[src/rtl/wrr_burst_arbiter_if.sv]
// Requester/arbiter handshake bundle for wrr_burst_arbiter.
// The arbiter side uses the slave modport.
interface wrr_burst_arbiter_if;
  logic       arb_en;
  logic [3:0] req;
  logic [3:0] gnt;
  logic [1:0] gnt_id;
  logic       busy;
  logic       reload_pulse;

  modport master (output arb_en, req, input gnt, gnt_id, busy, reload_pulse);
  modport slave  (input arb_en, req, output gnt, gnt_id, busy, reload_pulse);
endinterface

[src/rtl/wrr_burst_arbiter.sv]
// 4-way weighted round-robin arbiter with burst hold and max-hold preemption.
// Optional starvation override is enabled by defining WRR_STARVE_EN.
module wrr_burst_arbiter_lane #(
  parameter int WW           = 3,
  parameter int STARVE_LIMIT = 12
) (
  input  logic          clk,
  input  logic          rst_n,
  input  logic          reload,
  input  logic          take,
  input  logic [WW-1:0] weight,
  input  logic          req,
  input  logic          gnt,
  output logic          credit_nz,
  output logic          starved
);
  logic [WW-1:0] credit_q, credit_d, base;

  // Weight 0 reloads as 1; a starved winner with no credit stays at 0.
  always_comb begin
    base     = reload ? ((weight == '0) ? WW'(1) : weight) : credit_q;
    credit_d = (take && base != '0) ? base - WW'(1) : base;
  end

  always_ff @(posedge clk or negedge rst_n)
    if (!rst_n) credit_q <= '0;
    else        credit_q <= credit_d;

  assign credit_nz = (credit_q != '0);

`ifdef WRR_STARVE_EN
  localparam int SW = $clog2(STARVE_LIMIT + 1);
  logic [SW-1:0] wait_q, wait_d;

  always_comb begin
    wait_d = wait_q;
    if (gnt)                                        wait_d = '0;
    else if (req && wait_q < SW'(STARVE_LIMIT))     wait_d = wait_q + SW'(1);
  end

  always_ff @(posedge clk or negedge rst_n)
    if (!rst_n) wait_q <= '0;
    else        wait_q <= wait_d;

  assign starved = (wait_q >= SW'(STARVE_LIMIT));
`else
  logic unused_lane;
  assign unused_lane = req ^ gnt ^ STARVE_LIMIT[0];
  assign starved     = 1'b0;
`endif
endmodule

module wrr_burst_arbiter #(
  parameter int WW           = 3,
  parameter int HW           = 4,
  parameter int STARVE_LIMIT = 12
) (
  input  logic                clk,
  input  logic                rst_n,
  wrr_burst_arbiter_if.slave  bus,
  input  logic [4*WW-1:0]     cfg_weight,
  input  logic [HW-1:0]       cfg_max_hold
);
  localparam int NUM_LANES = 4;

  typedef enum logic {IDLE, GRANT} state_e;

  state_e                 state_q, state_d;
  logic [1:0]             ptr_q, ptr_d, gnt_id_q, gnt_id_d, sel, idx;
  logic [NUM_LANES-1:0]   gnt_q, gnt_d;
  logic [HW-1:0]          hold_q, hold_d;
  logic [NUM_LANES-1:0]   credit_nz, starved, elig, cand, take, others;
  logic                   reload, found, preempt;

  for (genvar i = 0; i < NUM_LANES; i++) begin : g_lane
    wrr_burst_arbiter_lane #(.WW(WW), .STARVE_LIMIT(STARVE_LIMIT)) u_lane (
      .clk       (clk),
      .rst_n     (rst_n),
      .reload    (reload),
      .take      (take[i]),
      .weight    (cfg_weight[i*WW +: WW]),
      .req       (bus.req[i]),
      .gnt       (gnt_d[i]),
      .credit_nz (credit_nz[i]),
      .starved   (starved[i])
    );
  end

  always_comb begin
    state_d  = state_q;
    ptr_d    = ptr_q;
    gnt_d    = gnt_q;
    gnt_id_d = gnt_id_q;
    hold_d   = hold_q;
    reload   = 1'b0;
    take     = '0;
    sel      = '0;
    idx      = '0;
    found    = 1'b0;
    preempt  = 1'b0;
    elig     = bus.req & credit_nz;
    cand     = '0;
    others   = bus.req & ~gnt_q;
    case (state_q)
      IDLE: begin
        if (bus.arb_en && bus.req != '0) begin
          // Nobody eligible: refill in the same cycle, then every requester is eligible.
          if (elig == '0) begin
            reload = 1'b1;
            elig   = bus.req;
          end
          cand = ((bus.req & starved) != '0) ? (bus.req & starved) : elig;
          for (int k = 0; k < NUM_LANES; k++) begin
            idx = ptr_q + 2'(k);
            if (!found && cand[idx]) begin
              found = 1'b1;
              sel   = idx;
            end
          end
          take[sel] = 1'b1;
          gnt_d     = 4'b0001 << sel;
          gnt_id_d  = sel;
          ptr_d     = sel + 2'd1;
          hold_d    = '0;
          state_d   = GRANT;
        end
      end
      GRANT: begin
        hold_d  = (hold_q == '1) ? hold_q : hold_q + HW'(1);
        preempt = (others != '0) &&
                  ((cfg_max_hold != '0 && hold_q >= cfg_max_hold - HW'(1)) ||
                   ((others & starved) != '0));
        if (!bus.req[gnt_id_q] || preempt) begin
          gnt_d   = '0;
          state_d = IDLE;
        end
      end
      default: state_d = IDLE;
    endcase
  end

  always_ff @(posedge clk or negedge rst_n) begin
    if (!rst_n) begin
      state_q  <= IDLE;
      ptr_q    <= '0;
      gnt_q    <= '0;
      gnt_id_q <= '0;
      hold_q   <= '0;
    end else begin
      state_q  <= state_d;
      ptr_q    <= ptr_d;
      gnt_q    <= gnt_d;
      gnt_id_q <= gnt_id_d;
      hold_q   <= hold_d;
    end
  end

  assign bus.gnt          = gnt_q;
  assign bus.gnt_id       = gnt_id_q;
  assign bus.busy         = (state_q == GRANT);
  // Reload is a decision-cycle event; held low while reset is asserted.
  assign bus.reload_pulse = reload & rst_n;
endmodule

[src/flat_wrapper.sv]
// flat-port wrapper written by rule: the top's interface ports become plain ports
module wrr_burst_arbiter_flat 
#(
  parameter int WW           = 3,
  parameter int HW           = 4,
  parameter int STARVE_LIMIT = 12
)
  (clk, rst_n, cfg_weight, cfg_max_hold, bus_arb_en, bus_req, bus_gnt, bus_gnt_id, bus_busy, bus_reload_pulse);
  wrr_burst_arbiter_if bus_i ();
  input  logic clk;
  input  logic rst_n;
  input  logic [4*WW-1:0] cfg_weight;
  input  logic [HW-1:0] cfg_max_hold;
  input wire logic [$bits(bus_i.arb_en)-1:0] bus_arb_en;
  input wire logic [$bits(bus_i.req)-1:0] bus_req;
  output wire logic [$bits(bus_i.gnt)-1:0] bus_gnt;
  output wire logic [$bits(bus_i.gnt_id)-1:0] bus_gnt_id;
  output wire logic [$bits(bus_i.busy)-1:0] bus_busy;
  output wire logic [$bits(bus_i.reload_pulse)-1:0] bus_reload_pulse;
  assign bus_i.arb_en = bus_arb_en;
  assign bus_i.req = bus_req;
  assign bus_gnt = bus_i.gnt;
  assign bus_gnt_id = bus_i.gnt_id;
  assign bus_busy = bus_i.busy;
  assign bus_reload_pulse = bus_i.reload_pulse;
  wrr_burst_arbiter #(.WW(WW), .HW(HW), .STARVE_LIMIT(STARVE_LIMIT)) u_core (.clk(clk), .rst_n(rst_n), .bus(bus_i), .cfg_weight(cfg_weight), .cfg_max_hold(cfg_max_hold));
endmodule
[config.mk]
export PLATFORM = sky130hd
export DESIGN_NAME = wrr_burst_arbiter_flat
export DESIGN_NICKNAME = d
export VERILOG_FILES = /design/src/rtl/wrr_burst_arbiter_if.sv /design/src/rtl/wrr_burst_arbiter.sv /design/src/flat_wrapper.sv
export SDC_FILE = /design/constraint.sdc
export NUM_CORES = 1
export LEC_CHECK = 0
export CAP_MARGIN = 20
export CELL_PAD_IN_SITES_DETAIL_PLACEMENT = 1
export CELL_PAD_IN_SITES_GLOBAL_PLACEMENT = 2
export CORE_AREA = 2 2 76 78
export DETAILED_ROUTE_END_ITERATION = 8
export DIE_AREA = 0 0 78 80
export GPL_TIMING_DRIVEN = 0
export PLACE_DENSITY = 0.86
export SETUP_SLACK_MARGIN = 0.5
export SLEW_MARGIN = 10
export SYNTH_ARGS = -nofsm -noshare
export SYNTH_HDL_FRONTEND = slang
export SYNTH_SLANG_ARGS = --single-unit
[constraint.sdc]
create_clock -name clk -period 4.05 [get_ports clk]
set_input_delay 1.215 -clock clk [delete_from_list [all_inputs] [get_ports clk]]
set_output_delay 1.215 -clock clk [all_outputs]
set_load 0.1 [all_outputs]
==> results_dict.tcl <==
set metrics [dict create \
    synth_seq_area_share_pct 35.14 \
    gp_congestion 0.7470 \
    fmax_ghz 0.2811 \
    htree_num_levels 1 \
    rsz0062_at_grt "true" \
    initial_core_util_pct 32.94 \
    tightest_slew_ns 0.9804 \
    cp_max_fo 3 \
    hold_viol 0 \
    regArea_um2 625.6 \
    clkLatencyLatePin_ns 0.27 \
    final_common_cell "dfrtp_1" \
    crit_start "bus_req[0]" \
    worstPathRequired_ns 2.83 \
    grt_usage_pct 15.55 \
    fin_cells 279 \
    p_per_area_nw_per_um2 677.0 \
    status "complete, no violations" \
    multi_input_area_um2 1156 \
    antenna_found_initial 0 \
    tns_ns 0 \
    power_mw 1.613 \
    syn_to_final_growth_pct 33.80 \
    cap_viol_max_count 0 \
    drt_iter0_markers 49 \
    syn_nets 202 \
    rows 27 \
    ant_nets 0 \
    hpwl_mm 3.408 \
    internal-power_mw 0.7947 \
    wl_met1_mm 2.093 \
    synth-edff-count 0 \
    leakage_nw 0.9426 \
    layout_setup_ws_ns 0.4924 \
    finalSetupViolCount 0 \
    antennaDiodeCount 0 \
    dpl.cell_count 267 \
    max_stage_delay_ns 0.36 \
    async_flop_share_pct 100.0 \
    path_cells "buf_12 > o41ai_4 > nand2b_4 > nor2_4 > buf_8 > and2_4 > buf_12" \
    clkTransAtPathRegs_ns 0.10 \
    nets 245 \
    grt_pass1_wl_mm 7.721 \
    wl_mm 4.534 \
    switching_share_pct 50.72 \
    numCtsBuffers 3 \
    relSlewSlack_pct 34.43 \
    dpl_worst_slack_ns -1.388 \
    wl_met3_um 127 \
    nFillCells 604 \
    clkPwrFrac_pct 9.7 \
    synthFlopType "dfrtp_1" \
    syn_inst 165 \
    finalMaxSlewViolations 0 \
    die_h_um 80 \
    grt-ovfl-total 0 \
    ioPinCount 31 \
    root_buffer "clkbuf_8" \
    p_seq_share_pct 31.3 \
    maxUsedRoutingLayer "met4" \
    core_area_um2 5405 \
    first_pass_iters 4 \
    ys_seq_elements 25 \
    min_period_over_period_pct 87.84 \
    worstSetupPathType "primary input to output port" \
    synth.distinct_cells 44 \
    die-area_um2 6240 \
    max-vdd-ir-drop_uv 252.5 \
    grt_pass1_vias 1580 \
    cts_max_path_buffers 2 \
    die_w_um 78 \
    wl_met2_mm 2.275 \
    worst_path_most_repeated_cell "buf_12" \
    combPwrFrac_pct 59.0 \
    hold_class "register to register" \
    grt_max_degree 27 \
    cts_sinks 25 \
    crit_slowest_cell "o41ai_4" \
    hp-start "u_core.bus.gnt[3]" \
    drive_above_1_share_pct 19.81 \
    cp.arrival_ns 2.34 \
    synth.avg_cell_area_um2 10.79 \
    cts_tree "yes" \
    period_needed_ns 3.558 \
    dr_total_vias 1487 \
    final_cell_mix "25 x dfrtp_1, 23 x clkdlybuf4s50_1, 17 x mux2i_1" \
    fin_hold_ws_ns 0.5318 \
    viasPerCell 5.330 \
    drc 0 \
    p_switching_mw 0.8181 \
    synth_area_um2 1780 \
    io_buffers 30 \
    routedWlPerCell_um 16.25 \
    critPathLaunchType "primary input" \
    critPathCaptureType "output port" \
    finalClockSkew_ns 0.008620 \
    yosysWarnings 0 \
    rr_startpoint "u_core.g_lane[0].u_lane.credit_q[1]" \
]
## cells by family after synthesis
group,Yosys count,synth area share [%]
buf+inv,11,2.389
mux,18,10.82
flops,25,35.14
xor+xnor,8,3.936
simple gates,44,15.39
compound gates,45,22.49
fa+ha+maj,14,9.838
## Yosys cell counts, types with 2 or more instances
library cell,count,area [um^2]
mux2i_1,17,170.2
nand2_1,11,41.29
inv_1,9,33.78
o21ai_1,2,10.01
nand4_1,2,12.51
nor3_4,4,65.06
nor2_1,10,37.54
o22ai_1,2,12.51
o21ai_0,9,45.04
xnor2_1,8,70.07
dfrtp_1,25,625.6
o31ai_2,2,25.02
o31a_1,3,26.28
and2_1,2,12.51
a21o_1,2,15.01
nor3_1,2,10.01
a21oi_1,4,20.02
o2bb2ai_1,4,35.03
nand2b_1,3,18.77
ha_1,14,175.2
nand3_1,2,10.01
o21a_1,3,22.52
a41oi_2,2,32.53
o31ai_4,3,63.81
## worst max-delay path, delay by kind of cell
kind | cells | cell delay [ns]
buffers and inverters | 3 | 0.38
AND/OR/NAND/NOR | 3 | 0.39
AO/OA/AOI/OAI | 1 | 0.36
## flip-flops by register name, indices dropped and copies added (netlist names)
register,cells
u_core.g_lane.u_lane.credit_q,12
u_core.ptr_q,2
u_core.bus.busy,1
u_core.bus.gnt_id,2
u_core.bus.gnt,4
u_core.hold_q,4
## area by class of cell
| cell class | count | share of cell area (%) |
|---|---|---|
| Sequential cell | 25 | 26.26 |
| Buffer | 2 | 0.7878 |
| Timing Repair Buffer | 38 | 17.17 |
| Multi-Input combinational cell | 129 | 48.53 |
| Tap cell | 72 | 3.782 |
| Clock inverter | 1 | 0.3151 |
| Clock buffer | 3 | 1.733 |
| Inverter | 9 | 1.418 |
## power groups by stage
stage	registers [mW]	logic, mW	clock network [mW]
after detailed placement	0.500	0.931	0
after CTS	0.501	0.953	0.161
final	0.505	0.952	0.157
after global routing	0.525	1.05	0.178
after global placement	0.491	0.901	0
after floorplan	0.655	0.540	0
## timing repair
action / in CTS / in global routing
hold endpoints to repair: 0 / 0
gates resized for setup: 43 / 3
hold buffers: 0 / 0
pin swaps: 3 / 3
setup endpoints to repair: 13 / 1
cloned: 0 / 0
setup buffers: 5 / 3
## path summary, 6_finish.rpt
kind,end,slack [ns],depth (start not counted)
min in group asynchronous,u_core.g_lane[1].u_lane.credit_q[0],0.94,1
setup reg to reg,u_core.g_lane[2].u_lane.credit_q[1],1.27,11
setup / recovery,bus_reload_pulse,0.49,7
hold reg to reg,u_core.bus.gnt[3],0.53,1
hold / removal,u_core.bus.gnt[3],0.53,1
max in group asynchronous,u_core.hold_q[2],2.71,1
## through the flow
stage / instance area (um^2) / util [%]
3_3_place_gp: 2195 / 40.60
4_1_cts: 2330 / 43.10
5_1_grt: 2382 / 44.07
3_5_place_dp: 2190 / 40.51
6_report: 2382 / 44.07
2_1_floorplan: 1804 / -
## metal layers
layer | GRT usage (%) | up-vias
li1 | - | 708
met1 | 20.42 | 746
met2 | 26.98 | 29
met3 | 2.036 | 4
met4 | 4.035 | 0
met5 | 0 | -
(Power assumes the default switching activity.)
